**src/rtl/udc_dir_ctrl.sv**
```systemverilog
// Direction control for the up/down counter: sync + debounce + press-edge per button, then UP/DN FSM.
// Optional ping-pong reversal at count limits under `define UDC_DIR_CTRL_AUTO_REV_EN.
module udc_dir_ctrl #(
  parameter int WIDTH      = 4,
  parameter int DEB_CYCLES = 16
) (
  input  logic             clk,
  input  logic             rst,
  input  logic             btn_up,
  input  logic             btn_dn,
  input  logic [WIDTH-1:0] q,
  output logic             c,
  output logic             dir_pulse,
  output logic             conflict
);

  localparam int CW = $clog2(DEB_CYCLES + 1);

  typedef enum logic {
    ST_DN = 1'b0,
    ST_UP = 1'b1
  } state_t;

  // Bit 0 carries the up button, bit 1 the down button.
  logic [1:0]    raw;
  logic [1:0]    meta_q;
  logic [1:0]    sync_q;
  logic [1:0]    deb_q;
  logic [1:0]    deb_prev_q;
  logic [CW-1:0] cnt_q [2];
  logic [1:0]    press;
  logic          up_ev;
  logic          dn_ev;
  logic          auto_rev;

  state_t state_q;
  logic   dir_pulse_q;
  logic   conflict_q;

  assign raw = {btn_dn, btn_up};

  always_ff @(posedge clk or negedge rst) begin
    if (!rst) begin
      meta_q <= 2'b00;
      sync_q <= 2'b00;
    end else begin
      meta_q <= raw;
      sync_q <= meta_q;
    end
  end

  always_ff @(posedge clk or negedge rst) begin
    if (!rst) begin
      deb_q      <= 2'b00;
      deb_prev_q <= 2'b00;
      cnt_q[0]   <= '0;
      cnt_q[1]   <= '0;
    end else begin
      deb_prev_q <= deb_q;
      for (int i = 0; i < 2; i++) begin
        if (sync_q[i] == deb_q[i]) begin
          cnt_q[i] <= '0;
        end else if (cnt_q[i] == CW'(DEB_CYCLES - 1)) begin
          deb_q[i] <= sync_q[i];
          cnt_q[i] <= '0;
        end else begin
          cnt_q[i] <= cnt_q[i] + 1'b1;
        end
      end
    end
  end

  assign press = deb_q & ~deb_prev_q;
  assign up_ev = press[0];
  assign dn_ev = press[1];

`ifdef UDC_DIR_CTRL_AUTO_REV_EN
  // Turn one count early so the counter lands on the limit, never past it.
  assign auto_rev = ((state_q == ST_UP) && (q == {{(WIDTH-1){1'b1}}, 1'b0})) ||
                    ((state_q == ST_DN) && (q == WIDTH'(1)));
`else
  logic unused_q;
  assign unused_q = ^q;
  assign auto_rev = 1'b0;
`endif

  always_ff @(posedge clk or negedge rst) begin
    if (!rst) begin
      state_q     <= ST_UP;
      dir_pulse_q <= 1'b0;
      conflict_q  <= 1'b0;
    end else begin
      dir_pulse_q <= 1'b0;
      conflict_q  <= 1'b0;
      if (up_ev && dn_ev) begin
        conflict_q <= 1'b1;
      end else if (dn_ev) begin
        if (state_q == ST_UP) begin
          state_q     <= ST_DN;
          dir_pulse_q <= 1'b1;
        end
      end else if (up_ev) begin
        if (state_q == ST_DN) begin
          state_q     <= ST_UP;
          dir_pulse_q <= 1'b1;
        end
      end else if (auto_rev) begin
        state_q     <= (state_q == ST_UP) ? ST_DN : ST_UP;
        dir_pulse_q <= 1'b1;
      end
    end
  end

  assign c         = (state_q == ST_UP);
  assign dir_pulse = dir_pulse_q;
  assign conflict  = conflict_q;

endmodule

```
**config.mk**
```make
export PLATFORM = sky130hd
export DESIGN_NAME = udc_dir_ctrl
export DESIGN_NICKNAME = d
export VERILOG_FILES = /design/src/rtl/udc_dir_ctrl.sv
export SDC_FILE = /design/constraint.sdc
export NUM_CORES = 1
export LEC_CHECK = 0
export ABC_AREA = 1
export CORE_MARGIN = 2
export CORE_UTILIZATION = 51
export CTS_CLUSTER_DIAMETER = 80
export DETAILED_ROUTE_END_ITERATION = 8
export PLACE_DENSITY = 0.86
export SETUP_SLACK_MARGIN = 0.4
export SLEW_MARGIN = 20
export SYNTH_ARGS = -nofsm -noshare
export SYNTH_HDL_FRONTEND = slang
export SYNTH_SLANG_ARGS = --single-unit
```
**constraint.sdc**
```tcl
create_clock -name clk -period 1.4 [get_ports clk]
set_input_delay 0.21 -clock clk [delete_from_list [all_inputs] [get_ports clk]]
set_output_delay 0.21 -clock clk [all_outputs]
set_load 0.005 [all_outputs]
```
==> results of run 1 <==
-- cells in the mapped netlist --
library cell | n | area (µm²)
xor2_1 | 1 | 8.76
ha_1 | 3 | 37.5
inv_1 | 12 | 45.0
nand2_1 | 21 | 78.8
o21ai_0 | 2 | 10.0
a21oi_1 | 1 | 5.00
nor2_2 | 1 | 6.26
nand3_1 | 4 | 20.0
o21ai_1 | 1 | 5.00
xnor2_1 | 1 | 8.76
dfstp_2 | 1 | 26.3
nand4_1 | 2 | 12.5
dfrtp_1 | 20 | 500
nor3_1 | 2 | 10.0
nor2_1 | 11 | 41.3
-- kinds of logic after synthesis --
family	Yosys count	synth area share
AND/OR/NAND/NOR	41	0.207
adder cells (fa/ha/maj)	3	0.0460
XOR/XNOR	2	0.0215
buffers and inverters	12	0.0552
AO/OA/AOI/OAI	4	0.0245
flip-flops	21	0.646
-- power groups by stage --
stage	Combinational, mW	Sequential (mW)	Clock [mW]
6_report	0.0959	0.647	0.292
5_1_grt	0.108	0.650	0.338
4_1_cts	0.0822	0.643	0.305
3_5_place_dp	0.0575	0.657	0
3_3_place_gp	0.0558	0.655	0
2_1_floorplan	0.0275	0.654	0
-- metal layers --
layer | GRT usage | up-vias | wire [µm]
li1 | - | 312 | -
met1 | 0.208 | 306 | 668
met2 | 0.285 | 17 | 777
met3 | 0.0875 | 6 | 97
met4 | 0.0727 | 0 | 40
met5 | 0 | - | 0
-- cell type report --
type	count	share of cell area
inverters	12	0.0384
well taps	16	0.0171
multi-input cells	50	0.304
clock inverters	1	0.00640
clock buffers	3	0.0192
repair buffers	23	0.166
flip-flops and latches	21	0.449
-- how the worst min path moves through the flow --
stage / startpoint / to / slack [ns] / cells past startpoint
6_report: rst / cnt_q[3] / 0.23 / 2
5_1_grt: rst / deb_q[1] / 0.22 / 2
2_1_floorplan: rst / cnt_q[0] / -0.09 / 0
3_3_place_gp: meta_q[0] / sync_q[0] / 0.33 / 0
3_5_place_dp: meta_q[0] / sync_q[0] / 0.34 / 0
4_1_cts: rst / sync_q[1] / 0.23 / 2
-- per-stage QoR --
stage / util / hold slack (ns) / power, mW / cell area (µm²) / setup WS, ns
6_report: 0.779 / 0.229 / 1.03 / 1170 / 0.235
5_1_grt: 0.779 / 0.222 / 1.10 / 1170 / 0.204
4_1_cts: 0.706 / 0.228 / 1.03 / 1060 / 0.230
3_5_place_dp: 0.600 / 0.336 / 0.715 / 903 / 0.179
3_3_place_gp: 0.600 / 0.334 / 0.711 / 903 / 0.186
2_1_floorplan: - / -0.0856 / 0.681 / 816 / 0.374
-- registers in the layout, indices dropped and copies added (netlist names) --
signal	flops
c	1
cnt_q	10
conflict	1
deb_prev_q	2
deb_q	2
dir_pulse	1
meta_q	2
sync_q	2
-- repair_timing --
item	in CTS	in global routing
buffers inserted	11	5
pin swaps	10	16
resized for setup	30	18
endpoints found under the setup margin	15	17
hold endpoints to repair	0	0
==> impl_metrics.py, run 1 <==
metrics = {
    "worst_setup_path": {
        "critPathArrivalTime_ns": 0.95,
        "endpoint": "c",
        "critPathCaptureType": "primary output",
        "startpoint": "c",
        "r2r-start": "cnt_q[1]",
        "critical-path-top-delay-family": "flip-flops",
        "worstPathBufferInverterCount": 1,
        "r2r_cells": 6,
        "slowest_stage": "dfstp_2",
        "r2r-end": "cnt_q[1]",
        "startpoint_type": "flip-flop",
        "crit_chain": "buf_2",
        "cp_max_fo": 2,
        "required_ns": 1.19,
        "cp_slowest_stage_delay_ns": 0.55,
        "crit_type": "flip-flop to primary output",
        "reg2reg_setup_slack_ns": 0.30,
        "crit_cells": 1,
    },
    "final_layout": {
        "register_area_um2": 527,
        "area_growth_pct": 43.9,
        "final_layout_size_suffix_gt1_frac": 0.455,
        "stdcell_count": 126,
        "multi_input_area_um2": 357,
        "final_cell_mix": "20 x dfrtp_1, 14 x nand2_1, 11 x buf_4",
        "n_fill_cell": 80,
        "n_antenna_cell": 0,
        "final_common_cell": "dfrtp_1",
        "layout.nets": 122,
    },
    "floorplanning": {
        "dieArea_mm2": 0.00194,
        "die_w_um": 44.0,
        "pin_count": 11,
        "coreArea_mm2": 0.00151,
        "initial_utilization": 0.542,
        "num_rows": 14,
        "die-height_um": 44.0,
    },
    "routing": {
        "drc_errors": 0,
        "vias": 641,
        "firstDrtPassIters": 4,
        "routed_wl_um": 1580,
        "avgRoutedWirePerCell_um": 12.6,
        "via_per_inst": 5.09,
        "drtIter0Drc": 4,
        "antenna_left": 0,
    },
    "power_and_ir_drop": {
        "internal_power_mw": 0.788,
        "power.share.clock": 0.283,
        "p_sw_frac": 0.239,
        "power_frac_comb": 0.093,
        "ir_drop_v": 0.000682,
        "power_frac_seq": 0.625,
        "powerDensity_mw_per_mm2": 882,
        "leakagePower_nw": 0.579,
        "power.switching_mw": 0.247,
    },
    "synthesis": {
        "seq_area_frac_synth": 0.646,
        "yosysWarnings": 0,
        "synth.cell_area_um2": 816,
        "synth_fp_nets": 94,
        "avgSynthCellArea_um2": 9.83,
        "synth_seq_cells": 21,
        "syn_inst": 83,
        "ys_types": 15,
    },
    "global_routing": {
        "grt.overflow.total": 0,
        "grt_start_max_net_pins": 22,
        "grtUsageTotal": 0.180,
        "grt_pass1_wl_um": 2370,
        "antenna_found_initial": 0,
        "grt_pass1_vias": 570,
    },
    "timing": {
        "fin_crit_sh": 0.832,
        "relSlewSlack": 0.830,
        "hold_violations": 0,
        "tightestPinTransition_ns": 0.255,
        "drv_slew": 0,
        "setup_viol": 0,
        "fmax_mhz": 859,
        "rsz0062_at_grt": "yes",
        "period_needed_ns": 1.16,
        "final.setup.tns_ns": 0,
        "finClkSkew_ns": 0.00232,
    },
    "worst_hold_path": {
        "hp-class": "input port to async pin",
    },
    "clock_network": {
        "cts-htree-levels": 1,
        "numCtsBuffers": 3,
        "cts.sinks": 21,
        "cts_tree": "built",
        "insertion_delay_ns": 0.31,
        "clkSlewWorstSetupHoldPaths_ns": 0.11,
        "clockBufferDepth": 2,
        "hold_buffers": 0,
        "clockRootBuffer": "clkbuf_4",
    },
    "placed_design": {
        "portBuffers": 6,
        "routabilityCongestion": 0.721,
        "dpl.hpwl_um": 826,
        "dp_cells": 106,
    },
    "flow_run": {
        "maxCapViolCount": 0,
    },
    "outcome": {
        "outcome": "completed",
    },
}
No activity file was read; power rests on OpenSTA's default activity.
==> inputs of run 2 (changes only) <==
Clock period 1.4 ns to 1.2 ns, I/O delays scaled along.
==> impl_metrics.py, run 2 (synthesis gave the netlist of run 1 again) <==
metrics = {
    "worst_setup_path": {
        "critPathCaptureType": "flip-flop",
        "startpoint_type": "flip-flop",
        "crit_type": "flip-flop to flip-flop",
        "r2r-end": "cnt_q[2]",
        "cp_slowest_stage_delay_ns": 0.42,
        "crit_chain": "ha_2 -> nand2_2 -> buf_4 -> inv_1 -> nor3_2",
        "r2r-start": "cnt_q[0]",
        "required_ns": 1.41,
        "slowest_stage": "dfrtp_1",
        "cp_max_fo": 2,
        "r2r_cells": 5,
        "critPathArrivalTime_ns": 1.41,
        "reg2reg_setup_slack_ns": 0.005,
    },
    "clock_network": {
        "numCtsBuffers": 3,
        "cts-htree-levels": 1,
        "clockRootBuffer": "clkbuf_4",
        "cts.sinks": 21,
        "hold_buffers": 0,
        "insertion_delay_ns": 0.30,
        "clkSlewWorstSetupHoldPaths_ns": 0.11,
        "clockBufferDepth": 2,
        "cts_tree": "built",
    },
    "final_layout": {
        "area_growth_pct": 44.6,
        "top_register": "cnt_q",
        "stdcell_count": 127,
        "largest_reg_flops": 10,
        "final_cell_mix": "20 x dfrtp_1, 13 x buf_4, 10 x nand2_1",
        "layout.nets": 123,
        "n_antenna_cell": 0,
        "final_common_cell": "dfrtp_1",
        "final_layout_size_suffix_gt1_frac": 0.468,
        "n_fill_cell": 90,
    },
    "timing": {
        "tightestPinTransition_ns": 0.287,
        "fmax_mhz": 837,
        "finClkSkew_ns": 0.00391,
        "setup_viol": 0,
        "finalWorstSetupSlack_ns": 0.00470,
        "rsz0062_at_grt": "yes",
        "period_needed_ns": 1.20,
        "fin_crit_sh": 0.996,
        "hold_violations": 0,
        "relSlewSlack": 0.808,
        "drv_slew": 0,
    },
    "floorplanning": {
        "dieArea_mm2": 0.00194,
        "die_w_um": 44.0,
        "num_rows": 14,
        "die-height_um": 44.0,
        "pin_count": 11,
        "initial_utilization": 0.542,
        "coreArea_mm2": 0.00151,
    },
    "routing": {
        "routed_wl_um": 1990,
        "drc_errors": 0,
        "drtIter0Drc": 22,
        "antenna_left": 0,
        "vias": 700,
        "firstDrtPassIters": 4,
        "avgRoutedWirePerCell_um": 15.7,
        "via_per_inst": 5.51,
    },
    "outcome": {
        "outcome": "completed",
    },
    "placed_design": {
        "dp_cells": 107,
        "dpl_worst_slack_ns": 0.00836,
        "routabilityCongestion": 0.736,
        "portBuffers": 6,
        "dpl.hpwl_um": 871,
    },
    "power_and_ir_drop": {
        "ir_drop_v": 0.000753,
        "total_power_mw": 1.23,
        "leakagePower_nw": 0.594,
        "powerDensity_mw_per_mm2": 1040,
    },
    "global_routing": {
        "grt.overflow.total": 0,
        "antenna_found_initial": 0,
        "grt_pass1_wl_um": 2830,
        "grt_start_max_net_pins": 22,
        "grtUsageTotal": 0.204,
        "grt_pass1_vias": 677,
    },
    "flow_run": {
        "maxCapViolCount": 0,
    },
    "worst_hold_path": {
        "hp-class": "input port to async pin",
    },
}
run 2: per-stage QoR:
stage	hold slack [ns]	instance area [µm²]	setup TNS, ns	utilization
final	0.201	1180	0	0.783
after global routing	0.233	1180	-0.0219	0.783
after CTS	0.202	1110	0	0.735
after detailed placement	0.338	923	0	0.613
after global placement	0.334	923	0	0.613
after floorplan	-0.116	816	0	-
run 2: critical path, delay by kind of cell (launching register included):
family	cells	cell delay, ns
DFF	1	0.42
adders and majority gates	1	0.20
buffers and inverters	2	0.16
and+or+nand+nor	2	0.32
run 2: final cells by class:
cell class	count	area, µm²	share of cell area
tap	16	20.0	0.0170
timing repair buffer	24	208	0.176
multi-input combinational	50	354	0.300
sequential	21	527	0.446
clock buffer	4	26.3	0.0223
inverter	12	45.0	0.0382
run 2: where the power goes:
group,leakage (nW),internal [mW],switching (mW)
clock network,0.0150,0.130,0.207
logic,0.303,0.0733,0.0653
registers,0.275,0.733,0.0206
run 2: per-layer routing:
metal	share of wire	up-vias	global-route usage
li1	-	313	-
met1	0.39	350	0.254
met2	0.53	29	0.338
met3	0.046	8	0.0292
met4	0.035	0	0.115
met5	0	-	0
run 2: what timing repair did:
action | CTS | global route
setup buffers | 10 | 6
gates resized for setup | 40 | 8
pin swaps | 16 | 15
endpoints found under the setup margin | 18 | 18
run 2: how the worst max path moves through the flow:
stage | from | slack [ns] | to
6_report | cnt_q[0] | 0.005 | cnt_q[2]
5_1_grt | cnt_q[0] | -0.02 | cnt_q[2]
4_1_cts | c | 0.07 | c
3_5_place_dp | c | 0.008 | c
3_3_place_gp | c | 0.02 | c
2_1_floorplan | cnt_q[0] | 0.17 | cnt_q[0]
==> inputs of run 3 (changes only) <==
Settings changed: CORE_MARGIN 2 to 1.5, CTS_CLUSTER_DIAMETER 80 to unset.
==> impl_metrics.py, run 3 (synthesis gave the netlist of run 1 again) <==
metrics = {
    "timing": {
        "tightestPinTransition_ns": 0.234,
        "period_needed_ns": 1.13,
        "fmax_mhz": 885,
        "whs_ns": 0.199,
        "hold_violations": 0,
        "finalWorstSetupSlack_ns": 0.0703,
        "drv_slew": 0,
        "finClkSkew_ns": 0.00400,
        "final.setup.tns_ns": 0,
        "setup_viol": 0,
        "relSlewSlack": 0.843,
        "fin_crit_sh": 0.941,
        "rsz0062_at_grt": "yes",
    },
    "worst_setup_path": {
        "cp_max_fo": 3,
        "critPathCaptureType": "flip-flop",
        "critPathArrivalTime_ns": 1.32,
        "startpoint_type": "flip-flop",
        "required_ns": 1.39,
        "reg2reg_setup_slack_ns": 0.07,
        "crit_type": "flip-flop to flip-flop",
    },
    "routing": {
        "drc_errors": 0,
        "routed_wl_um": 1990,
        "avgRoutedWirePerCell_um": 16.0,
        "drtIter0Drc": 19,
        "via_per_inst": 5.34,
        "antenna_left": 0,
        "vias": 668,
        "firstDrtPassIters": 4,
    },
    "final_layout": {
        "final_layout_size_suffix_gt1_frac": 0.523,
        "stdcell_count": 125,
        "n_antenna_cell": 0,
        "area_growth_pct": 48.5,
        "final_common_cell": "dfrtp_1",
        "fin_util": 0.804,
        "layout.nets": 121,
        "fin_area_mm2": 0.00121,
        "largest_reg_flops": 10,
        "final_cell_mix": "20 x dfrtp_1, 11 x buf_4, 10 x nand2_1",
        "top_register": "cnt_q",
        "n_fill_cell": 85,
    },
    "floorplanning": {
        "die_w_um": 43.0,
        "initial_utilization": 0.542,
        "num_rows": 14,
        "die-height_um": 43.0,
        "pin_count": 11,
        "dieArea_mm2": 0.00185,
        "coreArea_mm2": 0.00151,
    },
    "clock_network": {
        "cts-htree-levels": 1,
        "clkSlewWorstSetupHoldPaths_ns": 0.12,
        "cts_tree": "built",
        "numCtsBuffers": 3,
        "clockBufferDepth": 2,
        "clockRootBuffer": "clkbuf_4",
        "cts.sinks": 21,
        "insertion_delay_ns": 0.30,
    },
    "power_and_ir_drop": {
        "total_power_mw": 1.24,
        "ir_drop_v": 0.000960,
        "powerDensity_mw_per_mm2": 1020,
        "leakagePower_nw": 0.602,
    },
    "outcome": {
        "outcome": "completed",
    },
    "flow_run": {
        "maxCapViolCount": 0,
    },
    "placed_design": {
        "dpl.hpwl_um": 909,
        "dpl_worst_slack_ns": 0.0114,
        "routabilityCongestion": 0.736,
        "portBuffers": 6,
        "dp_cells": 107,
        "place_area_um2": 923,
    },
    "global_routing": {
        "grt_start_max_net_pins": 22,
        "grt_pass1_wl_um": 2790,
        "grt.overflow.total": 0,
        "grtUsageTotal": 0.204,
        "grt_pass1_vias": 713,
        "antenna_found_initial": 0,
    },
    "worst_hold_path": {
        "hp-class": "input port to async pin",
    },
}
-- run 3: worst max-delay path: stages, from the launching register on --
cell and delay [ns]:
dfrtp_1 0.42, ha_4 0.17, nand2_4 0.06, nor2_4 0.13, nand2_2 0.10, nand2_1 0.08
nand2_1 0.06
-- run 3: area by class of cell --
| class | count | area (µm²) | share of cell area |
|---|---|---|---|
| flip-flops and latches | 21 | 527 | 0.435 |
| multi-input cells | 50 | 400 | 0.331 |
| repair buffers | 22 | 193 | 0.159 |
| inverters | 12 | 45.0 | 0.0372 |
| clock buffers | 4 | 26.3 | 0.0217 |
| well taps | 16 | 20.0 | 0.0165 |
-- run 3: metal layers --
layer	GRT usage	wire [µm]
met1	0.239	825
met2	0.355	1060
met3	0.0596	87
met4	0.0727	20
met5	0	0
-- run 3: final timing paths --
check,start,to,depth (start not counted)
min in group clk,btn_dn,meta_q[1],1
hold / removal,rst,cnt_q[7],2
setup reg to reg,cnt_q[1],deb_q[1],6
max in group asynchronous,rst,c,2
hold reg to reg,meta_q[0],sync_q[0],0
setup / recovery,cnt_q[1],deb_q[1],6
-- run 3: report_power, final --
part / internal (mW) / total, mW / switching [mW]
combinational: 0.0754 / 0.142 / 0.0669
clock: 0.129 / 0.339 / 0.209
sequential: 0.733 / 0.760 / 0.0265
-- run 3: repair_timing --
action                                  in CTS  in global routing
pin swaps                                   16                  8
gates cloned                                 0                  0
gates resized for setup                     35                 24
hold buffers                                 0                  0
endpoints found under the setup margin      18                 18
buffers inserted                            11                  3
